==> src/rtl/axi_spmem_slave_if.sv <==
// AXI_BUS: AXI4 bundle shared by masters and slaves.
//   Master modport drives AW/W/AR and the B/R ready signals; Slave modport is the mirror.
//   Widths follow the address/data/id/user parameters.
interface AXI_BUS #(
  parameter int unsigned AXI_ADDR_WIDTH = 32,
  parameter int unsigned AXI_DATA_WIDTH = 32,
  parameter int unsigned AXI_ID_WIDTH   = 6,
  parameter int unsigned AXI_USER_WIDTH = 6
);
  logic [AXI_ID_WIDTH-1:0]     aw_id;
  logic [AXI_ADDR_WIDTH-1:0]   aw_addr;
  logic [7:0]                  aw_len;
  logic [2:0]                  aw_size;
  logic [1:0]                  aw_burst;
  logic                        aw_lock;
  logic [3:0]                  aw_cache;
  logic [2:0]                  aw_prot;
  logic [3:0]                  aw_qos;
  logic [3:0]                  aw_region;
  logic [AXI_USER_WIDTH-1:0]   aw_user;
  logic                        aw_valid;
  logic                        aw_ready;

  logic [AXI_DATA_WIDTH-1:0]   w_data;
  logic [AXI_DATA_WIDTH/8-1:0] w_strb;
  logic                        w_last;
  logic [AXI_USER_WIDTH-1:0]   w_user;
  logic                        w_valid;
  logic                        w_ready;

  logic [AXI_ID_WIDTH-1:0]     b_id;
  logic [1:0]                  b_resp;
  logic [AXI_USER_WIDTH-1:0]   b_user;
  logic                        b_valid;
  logic                        b_ready;

  logic [AXI_ID_WIDTH-1:0]     ar_id;
  logic [AXI_ADDR_WIDTH-1:0]   ar_addr;
  logic [7:0]                  ar_len;
  logic [2:0]                  ar_size;
  logic [1:0]                  ar_burst;
  logic                        ar_lock;
  logic [3:0]                  ar_cache;
  logic [2:0]                  ar_prot;
  logic [3:0]                  ar_qos;
  logic [3:0]                  ar_region;
  logic [AXI_USER_WIDTH-1:0]   ar_user;
  logic                        ar_valid;
  logic                        ar_ready;

  logic [AXI_ID_WIDTH-1:0]     r_id;
  logic [AXI_DATA_WIDTH-1:0]   r_data;
  logic [1:0]                  r_resp;
  logic                        r_last;
  logic [AXI_USER_WIDTH-1:0]   r_user;
  logic                        r_valid;
  logic                        r_ready;

  modport Master (
    output aw_id, aw_addr, aw_len, aw_size, aw_burst, aw_lock, aw_cache, aw_prot, aw_qos,
           aw_region, aw_user, aw_valid,
    input  aw_ready,
    output w_data, w_strb, w_last, w_user, w_valid,
    input  w_ready,
    input  b_id, b_resp, b_user, b_valid,
    output b_ready,
    output ar_id, ar_addr, ar_len, ar_size, ar_burst, ar_lock, ar_cache, ar_prot, ar_qos,
           ar_region, ar_user, ar_valid,
    input  ar_ready,
    input  r_id, r_data, r_resp, r_last, r_user, r_valid,
    output r_ready
  );

  modport Slave (
    input  aw_id, aw_addr, aw_len, aw_size, aw_burst, aw_lock, aw_cache, aw_prot, aw_qos,
           aw_region, aw_user, aw_valid,
    output aw_ready,
    input  w_data, w_strb, w_last, w_user, w_valid,
    output w_ready,
    output b_id, b_resp, b_user, b_valid,
    input  b_ready,
    input  ar_id, ar_addr, ar_len, ar_size, ar_burst, ar_lock, ar_cache, ar_prot, ar_qos,
           ar_region, ar_user, ar_valid,
    output ar_ready,
    output r_id, r_data, r_resp, r_last, r_user, r_valid,
    input  r_ready
  );
endinterface

==> src/rtl/axi_spmem_slave.sv <==
// axi_spmem_slave: AXI4 slave in front of a single-port word-addressed SRAM.
//   One transaction in flight; FIXED holds the address, every other burst type adds 4 per beat.
//   AR and AW are arbitrated by a priority bit that flips after every accepted address.
// Ports:
//   clk_i, rst_ni         clock (rising edge), asynchronous active-low reset
//   slave                 AXI4 slave port
//   mem_req_o/mem_we_o    SRAM access strobe and write enable
//   mem_addr_o            SRAM word address (axi address bits [MEM_ADDR_WIDTH+1:2])
//   mem_be_o/mem_wdata_o  byte enables and write data (taken straight from W on writes)
//   mem_rdata_i           read data, valid the cycle after a read request and held afterwards
module axi_spmem_slave #(
  parameter int unsigned AXI_ADDR_WIDTH = 32,
  parameter int unsigned AXI_DATA_WIDTH = 32,
  parameter int unsigned AXI_ID_WIDTH   = 6,
  parameter int unsigned AXI_USER_WIDTH = 6,
  parameter int unsigned MEM_ADDR_WIDTH = 12
) (
  input  logic                      clk_i,
  input  logic                      rst_ni,
  AXI_BUS.Slave                     slave,
  output logic                      mem_req_o,
  output logic                      mem_we_o,
  output logic [MEM_ADDR_WIDTH-1:0] mem_addr_o,
  output logic [3:0]                mem_be_o,
  output logic [31:0]               mem_wdata_o,
  input  logic [31:0]               mem_rdata_i
);
  typedef enum logic [2:0] {IDLE, RD_REQ, RD_DATA, WR_DATA, WR_RESP} state_t;

  localparam logic PRIO_WRITE = 1'b1;
  localparam logic PRIO_READ  = 1'b0;

  state_t                    state_reg, state_next;
  logic                      prio_reg, prio_next;
  logic [AXI_ID_WIDTH-1:0]   id_reg, id_next;
  logic [AXI_ADDR_WIDTH-1:0] addr_reg, addr_next, addr_adv;
  logic [7:0]                len_reg, len_next;
  logic [1:0]                burst_reg, burst_next;
  logic [7:0]                beat_reg, beat_next;
  logic                      last_beat;
  logic                      aw_ready, ar_ready, w_ready, r_valid, r_last, b_valid;

  // Only FIXED holds; WRAP and the reserved encoding are treated as INCR.
  assign addr_adv  = (burst_reg == 2'b00) ? addr_reg : addr_reg + AXI_ADDR_WIDTH'(4);
  assign last_beat = (beat_reg == len_reg);

  always_comb begin
    state_next  = state_reg;
    prio_next   = prio_reg;
    id_next     = id_reg;
    addr_next   = addr_reg;
    len_next    = len_reg;
    burst_next  = burst_reg;
    beat_next   = beat_reg;
    aw_ready    = 1'b0;
    ar_ready    = 1'b0;
    w_ready     = 1'b0;
    r_valid     = 1'b0;
    r_last      = 1'b0;
    b_valid     = 1'b0;
    mem_req_o   = 1'b0;
    mem_we_o    = 1'b0;
    mem_be_o    = 4'h0;
    mem_wdata_o = 32'h0;
    case (state_reg)
      IDLE: begin
        // Readies are masked while reset is held so nothing looks accepted during reset.
        aw_ready = rst_ni & slave.aw_valid & (~slave.ar_valid | (prio_reg == PRIO_WRITE));
        ar_ready = rst_ni & slave.ar_valid & (~slave.aw_valid | (prio_reg == PRIO_READ));
        if (aw_ready) begin
          id_next    = slave.aw_id;
          addr_next  = slave.aw_addr;
          len_next   = slave.aw_len;
          burst_next = slave.aw_burst;
          beat_next  = 8'd0;
          prio_next  = PRIO_READ;
          state_next = WR_DATA;
        end else if (ar_ready) begin
          id_next    = slave.ar_id;
          addr_next  = slave.ar_addr;
          len_next   = slave.ar_len;
          burst_next = slave.ar_burst;
          beat_next  = 8'd0;
          prio_next  = PRIO_WRITE;
          state_next = RD_REQ;
        end
      end
      RD_REQ: begin
        mem_req_o  = 1'b1;
        mem_be_o   = 4'hF;
        state_next = RD_DATA;
      end
      RD_DATA: begin
        // SRAM holds its output until the next request, so a stalled beat stays stable.
        r_valid = 1'b1;
        r_last  = last_beat;
        if (slave.r_ready) begin
          if (last_beat) begin
            state_next = IDLE;
          end else begin
            beat_next  = beat_reg + 8'd1;
            addr_next  = addr_adv;
            state_next = RD_REQ;
          end
        end
      end
      WR_DATA: begin
        // The beat counter ends the burst; w_last is deliberately ignored.
        w_ready     = 1'b1;
        mem_req_o   = slave.w_valid;
        mem_we_o    = 1'b1;
        mem_be_o    = slave.w_strb;
        mem_wdata_o = slave.w_data;
        if (slave.w_valid) begin
          beat_next = beat_reg + 8'd1;
          addr_next = addr_adv;
          if (last_beat) state_next = WR_RESP;
        end
      end
      WR_RESP: begin
        b_valid = 1'b1;
        if (slave.b_ready) state_next = IDLE;
      end
      default: state_next = IDLE;
    endcase
  end

  always_ff @(posedge clk_i or negedge rst_ni) begin
    if (!rst_ni) begin
      state_reg <= IDLE;
      prio_reg  <= PRIO_WRITE;
      id_reg    <= '0;
      addr_reg  <= '0;
      len_reg   <= '0;
      burst_reg <= '0;
      beat_reg  <= '0;
    end else begin
      state_reg <= state_next;
      prio_reg  <= prio_next;
      id_reg    <= id_next;
      addr_reg  <= addr_next;
      len_reg   <= len_next;
      burst_reg <= burst_next;
      beat_reg  <= beat_next;
    end
  end

  assign mem_addr_o     = addr_reg[MEM_ADDR_WIDTH+1:2];

  assign slave.aw_ready = aw_ready;
  assign slave.ar_ready = ar_ready;
  assign slave.w_ready  = w_ready;
  assign slave.r_valid  = r_valid;
  assign slave.r_last   = r_last;
  assign slave.r_data   = mem_rdata_i;
  assign slave.r_id     = id_reg;
  assign slave.r_resp   = 2'b00;
  assign slave.r_user   = '0;
  assign slave.b_valid  = b_valid;
  assign slave.b_id     = id_reg;
  assign slave.b_resp   = 2'b00;
  assign slave.b_user   = '0;

  // Sideband fields the slave does not interpret.
  logic unused_sig;
  assign unused_sig = ^{slave.aw_size, slave.aw_lock, slave.aw_cache, slave.aw_prot,
                        slave.aw_qos, slave.aw_region, slave.aw_user,
                        slave.ar_size, slave.ar_lock, slave.ar_cache, slave.ar_prot,
                        slave.ar_qos, slave.ar_region, slave.ar_user,
                        slave.w_last, slave.w_user, addr_reg};
endmodule

==> src/flat_wrapper.sv <==
// flat-port wrapper written by rule: the top's interface ports become plain ports
module axi_spmem_slave_flat 
#(
  parameter int unsigned AXI_ADDR_WIDTH = 32,
  parameter int unsigned AXI_DATA_WIDTH = 32,
  parameter int unsigned AXI_ID_WIDTH   = 6,
  parameter int unsigned AXI_USER_WIDTH = 6,
  parameter int unsigned MEM_ADDR_WIDTH = 12
)
  (clk_i, rst_ni, mem_req_o, mem_we_o, mem_addr_o, mem_be_o, mem_wdata_o, mem_rdata_i, slave_aw_id, slave_aw_addr, slave_aw_len, slave_aw_size, slave_aw_burst, slave_aw_lock, slave_aw_cache, slave_aw_prot, slave_aw_qos, slave_aw_region, slave_aw_user, slave_aw_valid, slave_aw_ready, slave_w_data, slave_w_strb, slave_w_last, slave_w_user, slave_w_valid, slave_w_ready, slave_b_id, slave_b_resp, slave_b_user, slave_b_valid, slave_b_ready, slave_ar_id, slave_ar_addr, slave_ar_len, slave_ar_size, slave_ar_burst, slave_ar_lock, slave_ar_cache, slave_ar_prot, slave_ar_qos, slave_ar_region, slave_ar_user, slave_ar_valid, slave_ar_ready, slave_r_id, slave_r_data, slave_r_resp, slave_r_last, slave_r_user, slave_r_valid, slave_r_ready);
  AXI_BUS #(.AXI_ADDR_WIDTH(AXI_ADDR_WIDTH), .AXI_DATA_WIDTH(AXI_DATA_WIDTH), .AXI_ID_WIDTH(AXI_ID_WIDTH), .AXI_USER_WIDTH(AXI_USER_WIDTH)) slave_i ();
  input  logic clk_i;
  input  logic rst_ni;
  output logic mem_req_o;
  output logic mem_we_o;
  output logic [MEM_ADDR_WIDTH-1:0] mem_addr_o;
  output logic [3:0] mem_be_o;
  output logic [31:0] mem_wdata_o;
  input  logic [31:0] mem_rdata_i;
  input wire logic [$bits(slave_i.aw_id)-1:0] slave_aw_id;
  input wire logic [$bits(slave_i.aw_addr)-1:0] slave_aw_addr;
  input wire logic [$bits(slave_i.aw_len)-1:0] slave_aw_len;
  input wire logic [$bits(slave_i.aw_size)-1:0] slave_aw_size;
  input wire logic [$bits(slave_i.aw_burst)-1:0] slave_aw_burst;
  input wire logic [$bits(slave_i.aw_lock)-1:0] slave_aw_lock;
  input wire logic [$bits(slave_i.aw_cache)-1:0] slave_aw_cache;
  input wire logic [$bits(slave_i.aw_prot)-1:0] slave_aw_prot;
  input wire logic [$bits(slave_i.aw_qos)-1:0] slave_aw_qos;
  input wire logic [$bits(slave_i.aw_region)-1:0] slave_aw_region;
  input wire logic [$bits(slave_i.aw_user)-1:0] slave_aw_user;
  input wire logic [$bits(slave_i.aw_valid)-1:0] slave_aw_valid;
  output wire logic [$bits(slave_i.aw_ready)-1:0] slave_aw_ready;
  input wire logic [$bits(slave_i.w_data)-1:0] slave_w_data;
  input wire logic [$bits(slave_i.w_strb)-1:0] slave_w_strb;
  input wire logic [$bits(slave_i.w_last)-1:0] slave_w_last;
  input wire logic [$bits(slave_i.w_user)-1:0] slave_w_user;
  input wire logic [$bits(slave_i.w_valid)-1:0] slave_w_valid;
  output wire logic [$bits(slave_i.w_ready)-1:0] slave_w_ready;
  output wire logic [$bits(slave_i.b_id)-1:0] slave_b_id;
  output wire logic [$bits(slave_i.b_resp)-1:0] slave_b_resp;
  output wire logic [$bits(slave_i.b_user)-1:0] slave_b_user;
  output wire logic [$bits(slave_i.b_valid)-1:0] slave_b_valid;
  input wire logic [$bits(slave_i.b_ready)-1:0] slave_b_ready;
  input wire logic [$bits(slave_i.ar_id)-1:0] slave_ar_id;
  input wire logic [$bits(slave_i.ar_addr)-1:0] slave_ar_addr;
  input wire logic [$bits(slave_i.ar_len)-1:0] slave_ar_len;
  input wire logic [$bits(slave_i.ar_size)-1:0] slave_ar_size;
  input wire logic [$bits(slave_i.ar_burst)-1:0] slave_ar_burst;
  input wire logic [$bits(slave_i.ar_lock)-1:0] slave_ar_lock;
  input wire logic [$bits(slave_i.ar_cache)-1:0] slave_ar_cache;
  input wire logic [$bits(slave_i.ar_prot)-1:0] slave_ar_prot;
  input wire logic [$bits(slave_i.ar_qos)-1:0] slave_ar_qos;
  input wire logic [$bits(slave_i.ar_region)-1:0] slave_ar_region;
  input wire logic [$bits(slave_i.ar_user)-1:0] slave_ar_user;
  input wire logic [$bits(slave_i.ar_valid)-1:0] slave_ar_valid;
  output wire logic [$bits(slave_i.ar_ready)-1:0] slave_ar_ready;
  output wire logic [$bits(slave_i.r_id)-1:0] slave_r_id;
  output wire logic [$bits(slave_i.r_data)-1:0] slave_r_data;
  output wire logic [$bits(slave_i.r_resp)-1:0] slave_r_resp;
  output wire logic [$bits(slave_i.r_last)-1:0] slave_r_last;
  output wire logic [$bits(slave_i.r_user)-1:0] slave_r_user;
  output wire logic [$bits(slave_i.r_valid)-1:0] slave_r_valid;
  input wire logic [$bits(slave_i.r_ready)-1:0] slave_r_ready;
  assign slave_i.aw_id = slave_aw_id;
  assign slave_i.aw_addr = slave_aw_addr;
  assign slave_i.aw_len = slave_aw_len;
  assign slave_i.aw_size = slave_aw_size;
  assign slave_i.aw_burst = slave_aw_burst;
  assign slave_i.aw_lock = slave_aw_lock;
  assign slave_i.aw_cache = slave_aw_cache;
  assign slave_i.aw_prot = slave_aw_prot;
  assign slave_i.aw_qos = slave_aw_qos;
  assign slave_i.aw_region = slave_aw_region;
  assign slave_i.aw_user = slave_aw_user;
  assign slave_i.aw_valid = slave_aw_valid;
  assign slave_aw_ready = slave_i.aw_ready;
  assign slave_i.w_data = slave_w_data;
  assign slave_i.w_strb = slave_w_strb;
  assign slave_i.w_last = slave_w_last;
  assign slave_i.w_user = slave_w_user;
  assign slave_i.w_valid = slave_w_valid;
  assign slave_w_ready = slave_i.w_ready;
  assign slave_b_id = slave_i.b_id;
  assign slave_b_resp = slave_i.b_resp;
  assign slave_b_user = slave_i.b_user;
  assign slave_b_valid = slave_i.b_valid;
  assign slave_i.b_ready = slave_b_ready;
  assign slave_i.ar_id = slave_ar_id;
  assign slave_i.ar_addr = slave_ar_addr;
  assign slave_i.ar_len = slave_ar_len;
  assign slave_i.ar_size = slave_ar_size;
  assign slave_i.ar_burst = slave_ar_burst;
  assign slave_i.ar_lock = slave_ar_lock;
  assign slave_i.ar_cache = slave_ar_cache;
  assign slave_i.ar_prot = slave_ar_prot;
  assign slave_i.ar_qos = slave_ar_qos;
  assign slave_i.ar_region = slave_ar_region;
  assign slave_i.ar_user = slave_ar_user;
  assign slave_i.ar_valid = slave_ar_valid;
  assign slave_ar_ready = slave_i.ar_ready;
  assign slave_r_id = slave_i.r_id;
  assign slave_r_data = slave_i.r_data;
  assign slave_r_resp = slave_i.r_resp;
  assign slave_r_last = slave_i.r_last;
  assign slave_r_user = slave_i.r_user;
  assign slave_r_valid = slave_i.r_valid;
  assign slave_i.r_ready = slave_r_ready;
  axi_spmem_slave #(.AXI_ADDR_WIDTH(AXI_ADDR_WIDTH), .AXI_DATA_WIDTH(AXI_DATA_WIDTH), .AXI_ID_WIDTH(AXI_ID_WIDTH), .AXI_USER_WIDTH(AXI_USER_WIDTH), .MEM_ADDR_WIDTH(MEM_ADDR_WIDTH)) u_core (.clk_i(clk_i), .rst_ni(rst_ni), .slave(slave_i), .mem_req_o(mem_req_o), .mem_we_o(mem_we_o), .mem_addr_o(mem_addr_o), .mem_be_o(mem_be_o), .mem_wdata_o(mem_wdata_o), .mem_rdata_i(mem_rdata_i));
endmodule
==> config.mk <==
export PLATFORM = sky130hd
export DESIGN_NAME = axi_spmem_slave_flat
export DESIGN_NICKNAME = d
export VERILOG_FILES = /design/src/rtl/axi_spmem_slave_if.sv /design/src/rtl/axi_spmem_slave.sv /design/src/flat_wrapper.sv
export SDC_FILE = /design/constraint.sdc
export NUM_CORES = 1
export LEC_CHECK = 0
export CELL_PAD_IN_SITES_DETAIL_PLACEMENT = 0
export CELL_PAD_IN_SITES_GLOBAL_PLACEMENT = 1
export CORE_ASPECT_RATIO = 2
export CORE_MARGIN = 2
export CORE_UTILIZATION = 18
export CTS_CLUSTER_SIZE = 30
export DETAILED_ROUTE_END_ITERATION = 10
export PLACE_DENSITY = 0.86
export SLEW_MARGIN = 0
export SYNTH_ARGS = -nofsm -noshare
export SYNTH_HDL_FRONTEND = slang
export SYNTH_SLANG_ARGS = --single-unit
export TNS_END_PERCENT = 20
==> constraint.sdc <==
create_clock -name clk_i -period 2.4 [get_ports clk_i]
set_clock_uncertainty 0.15 [all_clocks]
set_input_delay 0.36 -clock clk_i [delete_from_list [all_inputs] [get_ports clk_i]]
set_output_delay 0.36 -clock clk_i [all_outputs]
set_load 0.03 [all_outputs]
==> impl_metrics.tcl <==
set metrics [dict create \
    start_util_pct 18.39 \
    areaGrowthSynthToFinish_pct 55.57 \
    cp.arrival_ps 2340 \
    async_flop_share_pct 100.0 \
    vdd_drop_max_mv 0.4557 \
    synth_area_per_cell_um2 7.863 \
    leakagePower_uw 0.002199 \
    dieArea_um2 18790 \
    numCtsBuffers 5 \
    yosysWarnings 0 \
    first_pass_iters 4 \
    cts_setup_buffers 0 \
    cp-end-kind "flop" \
    root_buffer "clkbuf_16" \
    syn-instance-count 404 \
    drive_above_1_share_pct 17.74 \
    ys.flop_type "dfrtp_1" \
    antenna_found_initial 0 \
    vias 3267 \
    grt_pass1_wl_um 17000 \
    whs_ps 382.4 \
    clockBufferDepth 2 \
    maxSlewViolCount 0 \
    clkLatencyLatePin_ps 290 \
    grt_pass1_vias 3250 \
    synth_seq_area_share_pct 31.55 \
    nets 759 \
    die_w_um 97.94 \
    tightest_slew_ps 524.8 \
    rsz0062_at_grt "false" \
    worstPathRequired_ps 2430 \
    grt.busiest_layer "met2" \
    fin_setup_tns_ps 0 \
    ys_types 50 \
    place.port_buffers 166 \
    hold_path_class "reg2reg" \
    max_cap_violations 0 \
    vias_per_cell 4.415 \
    fp-row-count 68 \
    drcViolationCount 0 \
    period_minus_slack_ps 2311 \
    gp_congestion 0.8072 \
    core_area_um2 17270 \
    diodes 0 \
    placed_area_um2 4768 \
    powerDensity_nw_per_um2 1175 \
    synth_area_leader_cell "dfrtp_1" \
    yosys-top-cells-area "dfrtp_1, buf_4, and3_1" \
    die_h_um 191.9 \
    ys_ff_latch 40 \
    synth_edf_count 0 \
    grt_max_degree 40 \
    slew_headroom_pct 65.01 \
    clkTransAtPathRegs_ps 60 \
    grt-ovfl-total 0 \
    gr-usage-met1_pct 11.77 \
    finalHoldViolCount 0 \
    crit_path_max_fanout 11 \
    largest_reg_flops 12 \
    met2_usage_pct 21.36 \
    final_cell_area_um2 4942 \
    grtUsageTotal_pct 11.46 \
    outcome "finished, final reports clean" \
    clock-sinks 40 \
    timing.final.crit_share_pct 96.28 \
    netlist_area_um2 3177 \
    path_class "reg2reg" \
    drt_iter0_drc 96 \
    met3_usage_pct 2.584 \
    yosys.area.top_type_share_pct 30.72 \
    cp-start-kind "flop" \
    dp_hpwl_um 8720 \
    fmax_mhz 432.8 \
    io-pin-count 344 \
    cts.htree.levels 2 \
    cts_tree "built" \
    routed_wl_um 11060 \
    setup_viol 0 \
    ant_nets 0 \
    routedWlPerCell_um 14.95 \
]
## worst max-delay path, cell delays in order (launching register included)
cell,delay [ps]
dfrtp_1,430
xor2_1,210
or4_4,570
o41ai_2,330
buf_4,250
nor2_1,60
o22a_1,180
## layout by cell type, fill, tap and decap left out, drive strengths merged, types with 4 or more instances in the layout
cell | synthesis | routed
a21oi | 25 | 25
a31oi | 17 | 17
and2 | 4 | 4
and3 | 37 | 37
buf | 62 | 66
clkbuf | 23 | 6
clkdlybuf4s50 | 0 | 121
conb | 1 | 16
dfrtp | 39 | 39
inv | 7 | 7
mux2 | 8 | 8
mux2i | 4 | 4
nand2 | 47 | 47
nand2b | 5 | 5
nand3 | 10 | 10
nand4 | 5 | 5
nor2 | 34 | 34
o21ai | 13 | 13
o31ai | 7 | 7
or4 | 6 | 6
xor2 | 8 | 8
## kinds of logic (layout without fill, tap and decap cells)
family	count (synthesis)	in the layout	synth area share, %
AO/OA/AOI/OAI	86	86	17.45
XOR/XNOR	8	8	2.206
adder cells (fa/ha/maj)	2	2	0.7876
buffers and inverters	92	203	17.88
flip-flops	40	40	31.55
multiplexers	12	12	4.096
other	1	16	0.1180
AND/OR/NAND/NOR	163	163	25.92
## report_power, final
group	switching, uW	internal [uW]	total [uW]
clock network	281	410	692
logic	2200	1610	3810
registers	334	975	1310
## worst paths after layout
check / from / endpoint / slack, ps / cells after the start
max: u_core.beat_reg[5] / u_core.addr_reg[9] / 90 / 6
min: u_core.prio_reg / u_core.prio_reg / 380 / 2
max reg2reg: u_core.beat_reg[5] / u_core.addr_reg[9] / 90 / 6
min reg2reg: u_core.prio_reg / u_core.prio_reg / 380 / 2
max in group asynchronous: rst_ni / u_core.len_reg[4] / 1080 / 3
min in group asynchronous: rst_ni / u_core.prio_reg / 470 / 2
## synthesized netlist by cell type (7+ instances only)
library cell  count
o21ai_0          13
nor2_1           34
inv_1             7
a31oi_1          17
a21oi_1          25
nand3_1          10
nand2_1          47
clkbuf_1         23
mux2_2            8
buf_4            56
dfrtp_1          39
and3_1           37
o31ai_1           7
xor2_1            8
## what timing repair did
action | 4_1_cts | 5_1_grt
gates resized for setup | 0 | 3
endpoints found under the setup margin | 0 | 2
hold endpoints to repair | 1 | 0
hold buffers | 1 | 0
## routing by layer
metal	wire [um]	up-vias
li1	-	1604
met1	4036	1512
met2	5972	113
met3	639	38
met4	414	0
met5	0	-
## per-stage QoR
step	util [%]	power (uW)	worst slack (ps)	cells
4_1_cts	28.53	5857	34.56	740
5_1_grt	28.61	6216	18.86	740
2_1_floorplan	-	3733	41.20	419
3_5_place_dp	27.61	5134	5.595	731
3_3_place_gp	27.61	5088	34.74	731
6_report	28.61	5806	89.33	740
## layout make-up
cell class | instances | area [um^2]
Fill cell | 1871 | 12330
Timing Repair Buffer | 188 | 1814
Multi-Input combinational cell | 287 | 1688
Sequential cell | 40 | 1002
Tap cell | 210 | 262.8
Clock buffer | 6 | 138.9
Inverter | 7 | 26.28
Clock inverter | 2 | 10.01
(Power assumes the default switching activity.)
